--- config.mk ---
export PLATFORM = sky130hd
export DESIGN_NAME = reg_array_ctrl
export DESIGN_NICKNAME = d
export VERILOG_FILES = /design/src/rtl/data_router_pkg.sv /design/src/rtl/win_counter.sv /design/src/rtl/reg_array_ctrl.sv
export SDC_FILE = /design/constraint.sdc
export NUM_CORES = 1
export LEC_CHECK = 0
export CORE_MARGIN = 1.5
export CORE_UTILIZATION = 54
export CTS_CLUSTER_DIAMETER = 120
export DETAILED_ROUTE_END_ITERATION = 7
export PLACE_DENSITY = 0.79
export SLEW_MARGIN = 10
export SYNTH_ARGS = -nofsm -noshare
export SYNTH_HDL_FRONTEND = slang
export SYNTH_HIERARCHICAL = 1
export SYNTH_SLANG_ARGS = --single-unit
--- constraint.sdc ---
create_clock -name clk -period 2.71 [get_ports clk]
set_clock_uncertainty 0.05 [all_clocks]
set_input_delay 0.542 -clock clk [delete_from_list [all_inputs] [get_ports clk]]
set_output_delay 0.542 -clock clk [all_outputs]
set_load 0.1 [all_outputs]
--- src/rtl/data_router_pkg.sv ---
// Shared command encodings and controller state type for the data router.
// Latency: n/a (types and constants only).
// Backpressure: n/a.
package data_router_pkg;

    // reg_array command encodings
    localparam logic [1:0] CMD_IB = 2'b00;  // load from line buffer
    localparam logic [1:0] CMD_SF = 2'b01;  // shift window one column
    localparam logic [1:0] CMD_IF = 2'b10;  // load from reuse FIFO
    localparam logic [1:0] CMD_NE = 2'b11;  // no operation / stall

    typedef enum logic [1:0] {
        ST_IDLE  = 2'd0,
        ST_LOAD  = 2'd1,
        ST_SHIFT = 2'd2,
        ST_DONE  = 2'd3
    } ctrl_state_t;

    // True for any command that moves data through the reg_array.
    function automatic logic cmd_is_active(input logic [1:0] cmd);
        return cmd != CMD_NE;
    endfunction

endpackage

--- src/rtl/win_counter.sv ---
// Nested kx/ky/row window counters with wrap flags for the reg_array sequencer.
// Latency: counters update on the edge after step; flags are combinational on the counters.
// Backpressure: advances only when step is high; holds otherwise.
module win_counter #(
    parameter int KSIZE = 3,
    parameter int ROWW  = 8,
    parameter int KW    = 2
) (
    input  logic            clk,
    input  logic            rst,
    input  logic            clr,
    input  logic            step,
    input  logic [ROWW-1:0] row_max,
    output logic [KW-1:0]   kx,
    output logic [KW-1:0]   ky,
    output logic [ROWW-1:0] row,
    output logic            kx_last,
    output logic            ky_last,
    output logic            row_last
);

    assign kx_last  = (kx == KW'(KSIZE - 1));
    assign ky_last  = (ky == KW'(KSIZE - 1));
    assign row_last = (row == row_max);

    // kx is the fastest digit; its wrap carries into ky, whose wrap carries into row
    always_ff @(posedge clk) begin
        if (rst || clr) begin
            kx  <= '0;
            ky  <= '0;
            row <= '0;
        end else if (step) begin
            if (kx_last) begin
                kx <= '0;
                if (ky_last) begin
                    ky  <= '0;
                    row <= row + ROWW'(1);
                end else begin
                    ky <= ky + KW'(1);
                end
            end else begin
                kx <= kx + KW'(1);
            end
        end
    end

endmodule

--- src/rtl/reg_array_ctrl.sv ---
// Sequences IB/IF loads and SF shifts into one reg_array and tags each PE beat with kx/ky.
// Latency: first command one cycle after start accept, first pe_valid two cycles after.
// Backpressure: pe_ready or selected source ready low at an edge forces NE the next cycle (one-beat skid).
module reg_array_ctrl
    import data_router_pkg::*;
#(
    parameter int KSIZE  = 3,
    parameter int STRIDE = 1,
    parameter int ROWW   = 8
) (
    input  logic                     clk,
    input  logic                     rst,
    input  logic                     start,
    input  logic [ROWW-1:0]          n_rows,
    output logic                     busy,
    output logic                     done,
    input  logic                     buf_rdy,
    output logic                     buf_rd,
    input  logic                     fifo_rdy,
    output logic                     fifo_rd,
    input  logic                     pe_ready,
    output logic [1:0]               reg_array_cmd,
    output logic                     pe_valid,
    output logic [$clog2(KSIZE)-1:0] pe_kx,
    output logic [$clog2(KSIZE)-1:0] pe_ky,
    output logic                     pe_last
);

    localparam int KW = $clog2(KSIZE);

    ctrl_state_t     state, state_nxt, after_issue;
    logic            accept, issue, src_if, src_rdy;
    logic [1:0]      cmd_sel;
    logic [ROWW-1:0] n_rows_q;
    logic [KW-1:0]   kx, ky;
    logic [ROWW-1:0] row;
    logic            kx_last, ky_last, row_last;

    // Command-stage tags, one cycle ahead of the PE-facing outputs
    logic [KW-1:0]   cmd_kx_q, cmd_ky_q;
    logic            cmd_last_q;

    win_counter #(
        .KSIZE (KSIZE),
        .ROWW  (ROWW),
        .KW    (KW)
    ) u_win_counter (
        .clk      (clk),
        .rst      (rst),
        .clr      (accept),
        .step     (issue),
        .row_max  (n_rows_q - ROWW'(1)),
        .kx       (kx),
        .ky       (ky),
        .row      (row),
        .kx_last  (kx_last),
        .ky_last  (ky_last),
        .row_last (row_last)
    );

    // Kernel rows already seen by the previous output row come back from the reuse FIFO
    assign src_if  = (row != '0) && (int'(ky) < (KSIZE - STRIDE));
    assign src_rdy = src_if ? fifo_rdy : buf_rdy;

    // Where to go once the current command has been issued
    assign after_issue = !kx_last             ? ST_SHIFT :
                         (ky_last && row_last) ? ST_DONE  : ST_LOAD;

    // State register
    always_ff @(posedge clk) begin
        if (rst) begin
            state <= ST_IDLE;
        end else begin
            state <= state_nxt;
        end
    end

    // Next-state and issue decision
    always_comb begin
        state_nxt = state;
        accept    = 1'b0;
        issue     = 1'b0;
        cmd_sel   = CMD_NE;
        case (state)
            ST_IDLE: begin
                if (start && !busy) begin
                    accept    = 1'b1;
                    state_nxt = (n_rows == '0) ? ST_DONE : ST_LOAD;
                end
            end
            ST_LOAD: begin
                if (pe_ready && src_rdy) begin
                    issue     = 1'b1;
                    cmd_sel   = src_if ? CMD_IF : CMD_IB;
                    state_nxt = after_issue;
                end
            end
            ST_SHIFT: begin
                if (pe_ready) begin
                    issue     = 1'b1;
                    cmd_sel   = CMD_SF;
                    state_nxt = after_issue;
                end
            end
            ST_DONE: begin
                state_nxt = ST_IDLE;
            end
            default: begin
                state_nxt = ST_IDLE;
            end
        endcase
    end

    // Job bookkeeping: row count capture, busy window and done pulse
    always_ff @(posedge clk) begin
        if (rst) begin
            n_rows_q <= '0;
            busy     <= 1'b0;
            done     <= 1'b0;
        end else begin
            if (accept) begin
                n_rows_q <= n_rows;
            end
            busy <= (state != ST_IDLE) || accept;
            done <= (state == ST_DONE);
        end
    end

    // Command stage: registered command, read strobes and beat tags
    always_ff @(posedge clk) begin
        if (rst) begin
            reg_array_cmd <= CMD_NE;
            buf_rd        <= 1'b0;
            fifo_rd       <= 1'b0;
            cmd_kx_q      <= '0;
            cmd_ky_q      <= '0;
            cmd_last_q    <= 1'b0;
        end else begin
            reg_array_cmd <= issue ? cmd_sel : CMD_NE;
            buf_rd        <= issue && (cmd_sel == CMD_IB);
            fifo_rd       <= issue && (cmd_sel == CMD_IF);
            cmd_kx_q      <= issue ? kx : '0;
            cmd_ky_q      <= issue ? ky : '0;
            cmd_last_q    <= issue && kx_last && ky_last;
        end
    end

    // PE stage: the reg_array output is valid one cycle after its command
    always_ff @(posedge clk) begin
        if (rst) begin
            pe_valid <= 1'b0;
            pe_kx    <= '0;
            pe_ky    <= '0;
            pe_last  <= 1'b0;
        end else begin
            pe_valid <= cmd_is_active(reg_array_cmd);
            pe_kx    <= cmd_kx_q;
            pe_ky    <= cmd_ky_q;
            pe_last  <= cmd_last_q;
        end
    end

endmodule

Word level (Yosys, flattened, before mapping)
Index checks and enable logic that the tools add are counted.
{"block": "word_totals", "ff_bits": 39, "latchBits": 0, "ramBits": 0, "mem_bits_ro": 0, "input_bits": 14, "n_memories": 0}
{"block": "op_classes", "add_sub_neg": 4, "mul": 0, "div_mod_pow": 0, "order_cmp": 1, "eq_ne": 11, "shifts": 0, "mux": 19, "n_bitwise": 1, "n_reduce_logical": 20}
{"cell": "two-way mux 2 bit", "count": 11}
{"cell": "equality test 2 bit (second input constant)", "count": 5}
{"cell": "adder 8 x 1 -> 8 bit (second input constant)", "count": 1}
{"cell": "equality test 8 bit", "count": 1}
{"cell": "logical AND 1 bit", "count": 8}
{"cell": "logical NOT 8 bit", "count": 1}
{"cell": "!= test 2 bit (second input constant)", "count": 4}
{"cell": "one-hot mux 2 bit (4 select lines)", "count": 1}
{"cell": "nonzero test 8 bit", "count": 1}
{"cell": "subtractor 8 x 1 -> 8 bit (second input constant)", "count": 1}
{"cell": "AND reduction 3 bit", "count": 2}
{"cell": "two-way mux 1 bit", "count": 5}
{"cell": "adder 2 x 1 -> 2 bit (second input constant)", "count": 2}
{"cell": "logical NOT 2 bit", "count": 2}
{"cell": "one-hot mux 2 bit (2 select lines)", "count": 1}
{"cell": "equality test 2 x 1 -> 1 bit (second input constant)", "count": 1}
{"cell": "logical OR 1 bit", "count": 2}
{"cell": "< comparator 2 bit (second input constant)", "count": 1}
{"cell": "one-hot mux 1 bit (2 select lines)", "count": 1}
{"cell": "AND reduction 2 bit", "count": 1}
{"cell": "nonzero test 2 bit", "count": 1}
{"cell": "OR reduction 2 bit", "count": 1}
{"cell": "logical NOT 1 bit", "count": 1}
{"cell": "NOT 1 bit", "count": 1}

Depth between registers and ports, before layout
Gate-level depths: netlist of run 1.
{"block": "depth", "word_depth": 8, "ltp_mapped": 12, "mapped_depth_nobuf": 12}

Cells and area by module
The synthesis of run 1 kept the hierarchy.
{"module": "reg_array_ctrl", "n_inst": 1, "cells_each": 129, "area_per_inst_um2": 1241.2, "seq_area_each_um2": 540.5}
{"module": "win_counter", "n_inst": 1, "cells_each": 81, "area_per_inst_um2": 673.1, "seq_area_each_um2": 240.2}

Worst setup path before layout of run 1
OpenSTA, ideal clock, no wires.
{"block": "synth_timing", "kind": "reg2reg", "from": "reg n_rows_q[2]", "to": "reg state[1]", "setup_time_ns": 0.058, "t_arrival_ns": 2.097, "t_required_ns": 2.602, "setup_slack_ns": 0.505, "path_stages_with_launch": 11, "path_cell_list": "dfxtp_1 > or4_1 > nor4_2 > xor2_1 > xnor2_1 > nand4_1 > nor2_1 > nand2_1 > a211o_1 > a21oi_1 > mux2_1"}
{"block": "synth_between", "elab_chain_len": 7}
{"item": "from (decl)", "line_no": "reg_array_ctrl.sv:34", "text": "logic [ROWW-1:0] n_rows_q;"}
{"item": "from (signal assigned)", "line_no": "reg_array_ctrl.sv:122", "text": "n_rows_q <= n_rows;"}
{"item": "subtractor 8 x 1 -> 8 bit *", "line_no": "reg_array_ctrl.sv:52", "text": ".row_max (n_rows_q - ROWW'(1)),"}
{"item": "equality test 8 bit *", "line_no": "win_counter.sv:24", "text": "assign row_last = (row == row_max);"}
{"item": "via row_last", "line_no": "reg_array_ctrl.sv:37", "text": "logic kx_last, ky_last, row_last;"}
{"item": "logical AND 1 bit *", "line_no": "reg_array_ctrl.sv:67", "text": "(ky_last && row_last) ? ST_DONE : ST_LOAD;"}
{"item": "two-way mux 2 bit *", "line_no": "reg_array_ctrl.sv:67"}
{"item": "two-way mux 2 bit *", "line_no": "reg_array_ctrl.sv:66", "text": "assign after_issue = !kx_last ? ST_SHIFT :"}
{"item": "two-way mux 2 bit, on equally long branches", "line_no": "reg_array_ctrl.sv:99, reg_array_ctrl.sv:92"}
{"item": "one-hot mux 2 bit (4 select lines) *", "line_no": "reg_array_ctrl.sv:84", "text": "case (state)"}
{"item": "to (signal assigned)", "line_no": "reg_array_ctrl.sv:74", "text": "state <= state_nxt;"}
{"item": "to (decl)", "line_no": "reg_array_ctrl.sv:31", "text": "ctrl_state_t state, state_nxt, after_issue;"}
The timed path passes the listed nets; every way through them passes the cells marked *. The select of a mux whose other input is x is not followed.
A chain may end at the register's enable or synchronous reset.

Final worst setup path of run 1
Ends and elaborated chain as after synthesis.

==> results of run 1 <==
## worst max-delay path: stages, from the launching register on
cell     delay, ps
dfxtp_1        380
or4_1          570
nor4_2         190
xor2_1         200
xnor2_1        140
nand4_1        110
nor2_1         140
nand2_1         60
a211o_1        290
a21oi_1        120
mux2_1         130
## cell families (layout without fill, tap and decap cells)
family                     count (synthesis)  after routing
and+or+nand+nor                           91             91
DFF                                       39             39
AOI/OAI and AO/OA                         28             28
buffers and inverters                     18             54
xor gates and xnor gates                  14             14
muxes                                     14             14
adders and majority gates                  6              6
## flip-flops by register name, indices dropped and copies added (netlist names)
name	cells
n_rows_q	8
u_win_counter/row	8
cmd_kx_q	2
cmd_ky_q	2
pe_kx	2
pe_ky	2
reg_array_cmd	2
state	2
u_win_counter/kx	2
u_win_counter/ky	2
buf_rd	1
busy	1
cmd_last_q	1
done	1
fifo_rd	1
pe_last	1
pe_valid	1
## Yosys cell counts, types with 2 or more instances
library cell  number
clkbuf_1           3
o21ai_0            3
a21oi_1           14
xor2_1             5
mux2_1             2
nand3b_1           5
a211oi_1           2
inv_1             13
buf_2              2
nor4_1             5
nand4_1            2
ha_1               6
nand3_1            5
xnor2_1            9
nor4_4             2
nand2b_1           2
o31ai_1            2
or4_1              3
mux2i_1           12
nor3_1             2
nor2_1            24
nand4b_1           2
dfxtp_1           39
or3_1              6
nor4b_1            2
nand2_1           16
nor2b_1            8
## per-stage QoR
stage / power, uW / instance area (um2) / utilization [%] / worst slack [ps]
after global placement: 1140 / 2220 / 65.9 / 63.8
after floorplan: 1040 / 1910 / - / 505
final: 1560 / 2320 / 69.0 / 288
after global routing: 1660 / 2320 / 69.0 / 41.2
after CTS: 1570 / 2310 / 68.6 / 239
after detailed placement: 1150 / 2220 / 65.9 / -43.4
## how the worst min path moves through the flow
| stage | startpoint | endpoint | slack, ps | depth (start not counted) |
|---|---|---|---|---|
| global route | cmd_last_q$_SDFF_PP0_ | pe_last$_SDFF_PP0_ | 420 | 1 |
| global placement | reg_array_cmd[1]$_SDFF_PP1_ | pe_valid$_SDFF_PP0_ | 380 | 1 |
| floorplan | cmd_kx_q[0]$_SDFF_PP0_ | pe_kx[0]$_SDFF_PP0_ | 360 | 1 |
| detailed placement | cmd_last_q$_SDFF_PP0_ | pe_last$_SDFF_PP0_ | 380 | 1 |
| finish | reg_array_cmd[1]$_SDFF_PP1_ | pe_valid$_SDFF_PP0_ | 390 | 1 |
| CTS | reg_array_cmd[1]$_SDFF_PP1_ | pe_valid$_SDFF_PP0_ | 400 | 1 |
## area by class of cell
class,count,area share [%]
timing repair buffer,33,12.1
clock buffer,6,2.21
tap,46,2.48
multi-input combinational,153,45.8
sequential,39,33.6
inverter,13,2.10
clock inverter,2,1.67
## power by group through the flow
stage | registers, uW | logic (uW) | clock network [uW]
after floorplan | 687 | 351 | 0
after global placement | 652 | 490 | 0
after detailed placement | 654 | 496 | 0
after CTS | 641 | 500 | 424
after global routing | 648 | 555 | 458
final | 642 | 500 | 414
## layer usage
metal	share of wire, %	track usage, %	wire, um
met1	49	29.4	1900
met2	46	34.0	1760
met3	4.4	5.23	171
met4	0.62	5.83	24
met5	0	0	0
## what timing repair did
item                                   CTS  global route
buffers inserted                         0             2
endpoints found under the hold margin    0             0
setup endpoints to repair                0             3
==> out/qor.txt, run 1 <==
Die W - 62.5 um
vias per cell - 5.38
detailed router's first-iteration violation count - 77
Peak Freq - 0.413 GHz
chip height - 62.5 um
most common cell after layout, fill and taps aside - dfxtp_1
NetSw - 498 uW
number of synthesized flops with an enable pin - 0
drt total wl - 3.85 mm
yosys warns - 6
unrepaired setup endpoints after global routing - false
vias in the first global route - 1500
final hold slack - 394 ps
Mapped Cells - 210
overall global routing resource usage - 21.5%
IO Pins - 26
post-synthesis mux area share - 7.45%
Clk pin slew, worst setup/hold paths - 120 ps
Sw Share - 32.0%
register area share after synthesis - 40.8%
largest area contributor in the netlist - dfxtp_1
Setup CP Type - register to register
post-synthesis adder-cell area fraction - 3.92%
H-Tree Level Count - 2
CTS tree - yes
Placed Cells incl. Taps - 282
DIE AREA - 3910 um2
VDD IR-drop max - 321 uV
Final setup viols - 0
most frequent cells in the layout - 39 x dfxtp_1, 24 x nor2_1, 20 x buf_4, 16 x nand2_1, 14 x a21oi_1
DP HPWL - 2.74 mm
sequential power share - 41.2%
Post-Synth XOR/XNOR Area - 6.41%
drt wl/cell - 13.2 um
fin cells - 292
Yosys cell types - 41
Pleak - 0.000942 uW
post-synthesis async set-or-reset flop share - 0%
FF+latch area - 781 um2
clock sink total - 39
Int Power - 1060 uW
RR Endpoint - state[1]$_SDFFE_PP0P_
cts bufs inserted - 5
run status - completed
setup TNS - 0 ps
Starting Density - 56.9%
CP startpoint kind - register
CORE AREA - 3360 um2
hold_buf cts - 0
post-synthesis cell area - 1910 um2
crit share post-route - 89.4%
Max-Cap Viols - 0
Initial DRT Pass Iterations - 4
first-pass GRT wire length - 6.82 mm
largest net degree at the start of global routing - 26
clk buf depth - 2
post-CTS sizing - 0
Routed Antenna Nets - 0
worst-skew pair later-pin latency - 340 ps
Rows - 21
CP Capture Type - register
Synthesized Nets - 230
multi-input logic area - 1060 um2
crit path max fanout - 5
Worst Max-Slew Pin Slew - 390 ps
combinational share of power - 32.1%
power per cell area - 671 nW/um2
r2r setup slk - 290 ps
Antenna Cells - 0
share of cells above drive strength 1 - 15.4%
area grow syn2layout - 21.2%
largest family of logic cells by synthesized area - simple AND/OR/NAND/NOR gates
Period minus WS final - 2420 ps
fin nets - 265
Synth area leaders - dfxtp_1 41%, mux2i_1 6.3%, nor2_1 4.7%
DRC viols - 0
syn avg cell area - 9.12 um2
share of the synthesized area in the top cell type - 40.8%
Port Buf Inserts - 25
CP arrival - 2660 ps
#FFs+latches synth - 39
max-slew violation count - 0
fill cell count - 277
dominant synthesized flop cell - dfxtp_1
Overflow after GRT - 0
initial antenna violation count - 0
endpoints failing hold - 0
Rel. slew slack - 73.9%
Worst Setup SP - n_rows_q[2]$_SDFFE_PP0P_
WP data required - 2950 ps
r2r startpoint - n_rows_q[2]$_SDFFE_PP0P_
post-synthesis compound-gate area fraction - 10.1%
Root Driver - clkbuf_4
Post-Synth Simple-Gate Area - 27.7%
gp weighted congestion - 0.859
clock power share - 26.6%
FF-to-FF path depth - 10
total number of vias - 1572
Min-Delay Path Class - register to register
CP endpoint - state[1]$_SDFFE_PP0P_
No activity file was read; power rests on OpenSTA's default activity.
==> run 2: changes to the inputs <==
Settings changed: SKIP_LAST_GASP set to 1.
==> results of run 2 <==
Same layout as run 1: the final DEF is identical, and so are final timing and power.
==> run 3: changes to the inputs <==
Settings changed: MAX_ROUTING_LAYER set to met4.
==> out/qor.txt, run 3 (synthesized netlist as in run 1, its figures left out) <==
most common cell after layout, fill and taps aside - dfxtp_1
CP startpoint kind - register
fill cell count - 277
Worst Max-Slew Pin Slew - 390 ps
Starting Density - 56.9%
FF+latch area - 781 um2
VDD IR-drop max - 321 uV
FF-to-FF path depth - 10
clk buf depth - 2
DIE AREA - 3910 um2
drt total wl - 3.84 mm
post-CTS sizing - 0
M2 GR Usage - 34.1%
run status - completed
GR met3 Demand/Resource - 5.23%
DRC viols - 0
crit share post-route - 89.3%
crit path buf inv count - 0
fin nets - 265
vias per cell - 5.44
max-slew violation count - 0
Routed Antenna Nets - 0
IO Pins - 26
Post-DP Area - 2220 um2
Final Cell Area - 2320 um2
CTS tree - yes
hold_buf cts - 0
Largest regs - n_rows_q x8, u_win_counter/row x8
r2r setup slk - 290 ps
RR Endpoint - state[1]$_SDFFE_PP0P_
cts bufs inserted - 5
worst-skew pair later-pin latency - 340 ps
total power - 1560 uW
chip height - 62.5 um
unrepaired setup endpoints after global routing - false
Root Driver - clkbuf_4
Port Buf Inserts - 25
vias in the first global route - 1508
first-pass GRT wire length - 6.80 mm
Slowest-stage cell, CP - or4_1
Period minus WS final - 2420 ps
Peak Freq - 0.413 GHz
met1 usage - 29.3%
clock sink total - 39
Pleak - 0.000942 uW
area grow syn2layout - 21.2%
setup TNS - 0 ps
hold path start - reg_array_cmd[1]$_SDFF_PP1_
family with the most delay on the worst path - simple AND/OR/NAND/NOR gates
Die W - 62.5 um
Rows - 21
r2r startpoint - n_rows_q[2]$_SDFFE_PP0P_
CP arrival - 2660 ps
DP HPWL - 2.74 mm
initial antenna violation count - 0
Initial DRT Pass Iterations - 4
Antenna Cells - 0
H-Tree Level Count - 2
multi-input logic area - 1060 um2
Min-Delay Path Class - register to register
Setup CP Type - register to register
max incr delay on CP - 570 ps
drt wl/cell - 13.2 um
power per cell area - 671 nW/um2
total number of vias - 1588
overall global routing resource usage - 22.1%
Rel. slew slack - 74.0%
CP Capture Type - register
gp weighted congestion - 0.873
CORE AREA - 3360 um2
WHS Endpoint - pe_valid$_SDFF_PP0_
crit path max fanout - 5
Overflow after GRT - 0
worst path cell trace - or4_1 -> nor4_2 -> xor2_1 -> xnor2_1 -> nand4_1 -> nor2_1 -> nand2_1 -> a211o_1 -> a21oi_1 -> mux2_1
detailed router's first-iteration violation count - 102
Clk pin slew, worst setup/hold paths - 120 ps
most frequent cells in the layout - 39 x dfxtp_1, 24 x nor2_1, 20 x buf_4, 16 x nand2_1, 14 x a21oi_1
post-CTS repair timing setup buffer count - 0
hold path depth - 1
Max-Cap Viols - 0
endpoints failing hold - 0
WP data required - 2950 ps
busiest grt layer - met2
largest net degree at the start of global routing - 26
share of cells above drive strength 1 - 15.4%
Final setup viols - 0
run 3: layer usage:
| layer | vias to the layer above | share of wire [%] | wire, um |
|---|---|---|---|
| li1 | 804 | - | - |
| met1 | 740 | 49 | 1870 |
| met2 | 42 | 46 | 1760 |
| met3 | 2 | 4.9 | 189 |
| met4 | 0 | 0.65 | 25 |
| met5 | - | 0 | 0 |
run 3: area by class of cell:
cell class | instances | area share [%]
clock inverters | 2 | 1.67
well taps | 46 | 2.48
multi-input cells | 153 | 45.8
inverters | 13 | 2.10
flip-flops and latches | 39 | 33.6
clock buffers | 6 | 2.21
repair buffers | 33 | 12.1
run 3: power breakdown:
group | total, uW | internal [uW] | switching (uW)
combinational | 500 | 229 | 271
sequential | 642 | 607 | 34.5
clock | 416 | 223 | 193
run 3: through the flow:
| stage | util [%] | hold slack (ps) | instances | setup WS [ps] |
|---|---|---|---|---|
| floorplan | - | 364 | 210 | 505 |
| global placement | 65.9 | 375 | 282 | 63.8 |
| detailed placement | 65.9 | 377 | 282 | -43.4 |
| CTS | 68.6 | 405 | 290 | 239 |
| global route | 69.0 | 421 | 292 | 41.1 |
| finish | 69.0 | 394 | 292 | 290 |
run 3: worst max-delay path by stage:
stage / startpoint / end / slack (ps) / cells after the start
3_5_place_dp: fifo_rdy / u_win_counter/row[2]$_SDFFE_PP0P_ / -40 / 8
4_1_cts: state[1]$_SDFFE_PP0P_ / u_win_counter/row[2]$_SDFFE_PP0P_ / 240 / 9
3_3_place_gp: fifo_rdy / u_win_counter/row[2]$_SDFFE_PP0P_ / 60 / 8
2_1_floorplan: n_rows_q[2]$_SDFFE_PP0P_ / state[1]$_SDFFE_PP0P_ / 500 / 10
5_1_grt: n_rows_q[2]$_SDFFE_PP0P_ / state[1]$_SDFFE_PP0P_ / 40 / 10
6_report: n_rows_q[2]$_SDFFE_PP0P_ / state[1]$_SDFFE_PP0P_ / 290 / 10
run 3: worst reg2reg max path, cell delays in order, from the launching register on:
cell and delay [ps]:
dfxtp_1 380, or4_1 570, nor4_2 190, xor2_1 200, xnor2_1 140, nand4_1 110, nor2_1 140, nand2_1 60
a211o_1 290, a21oi_1 120, mux2_1 130
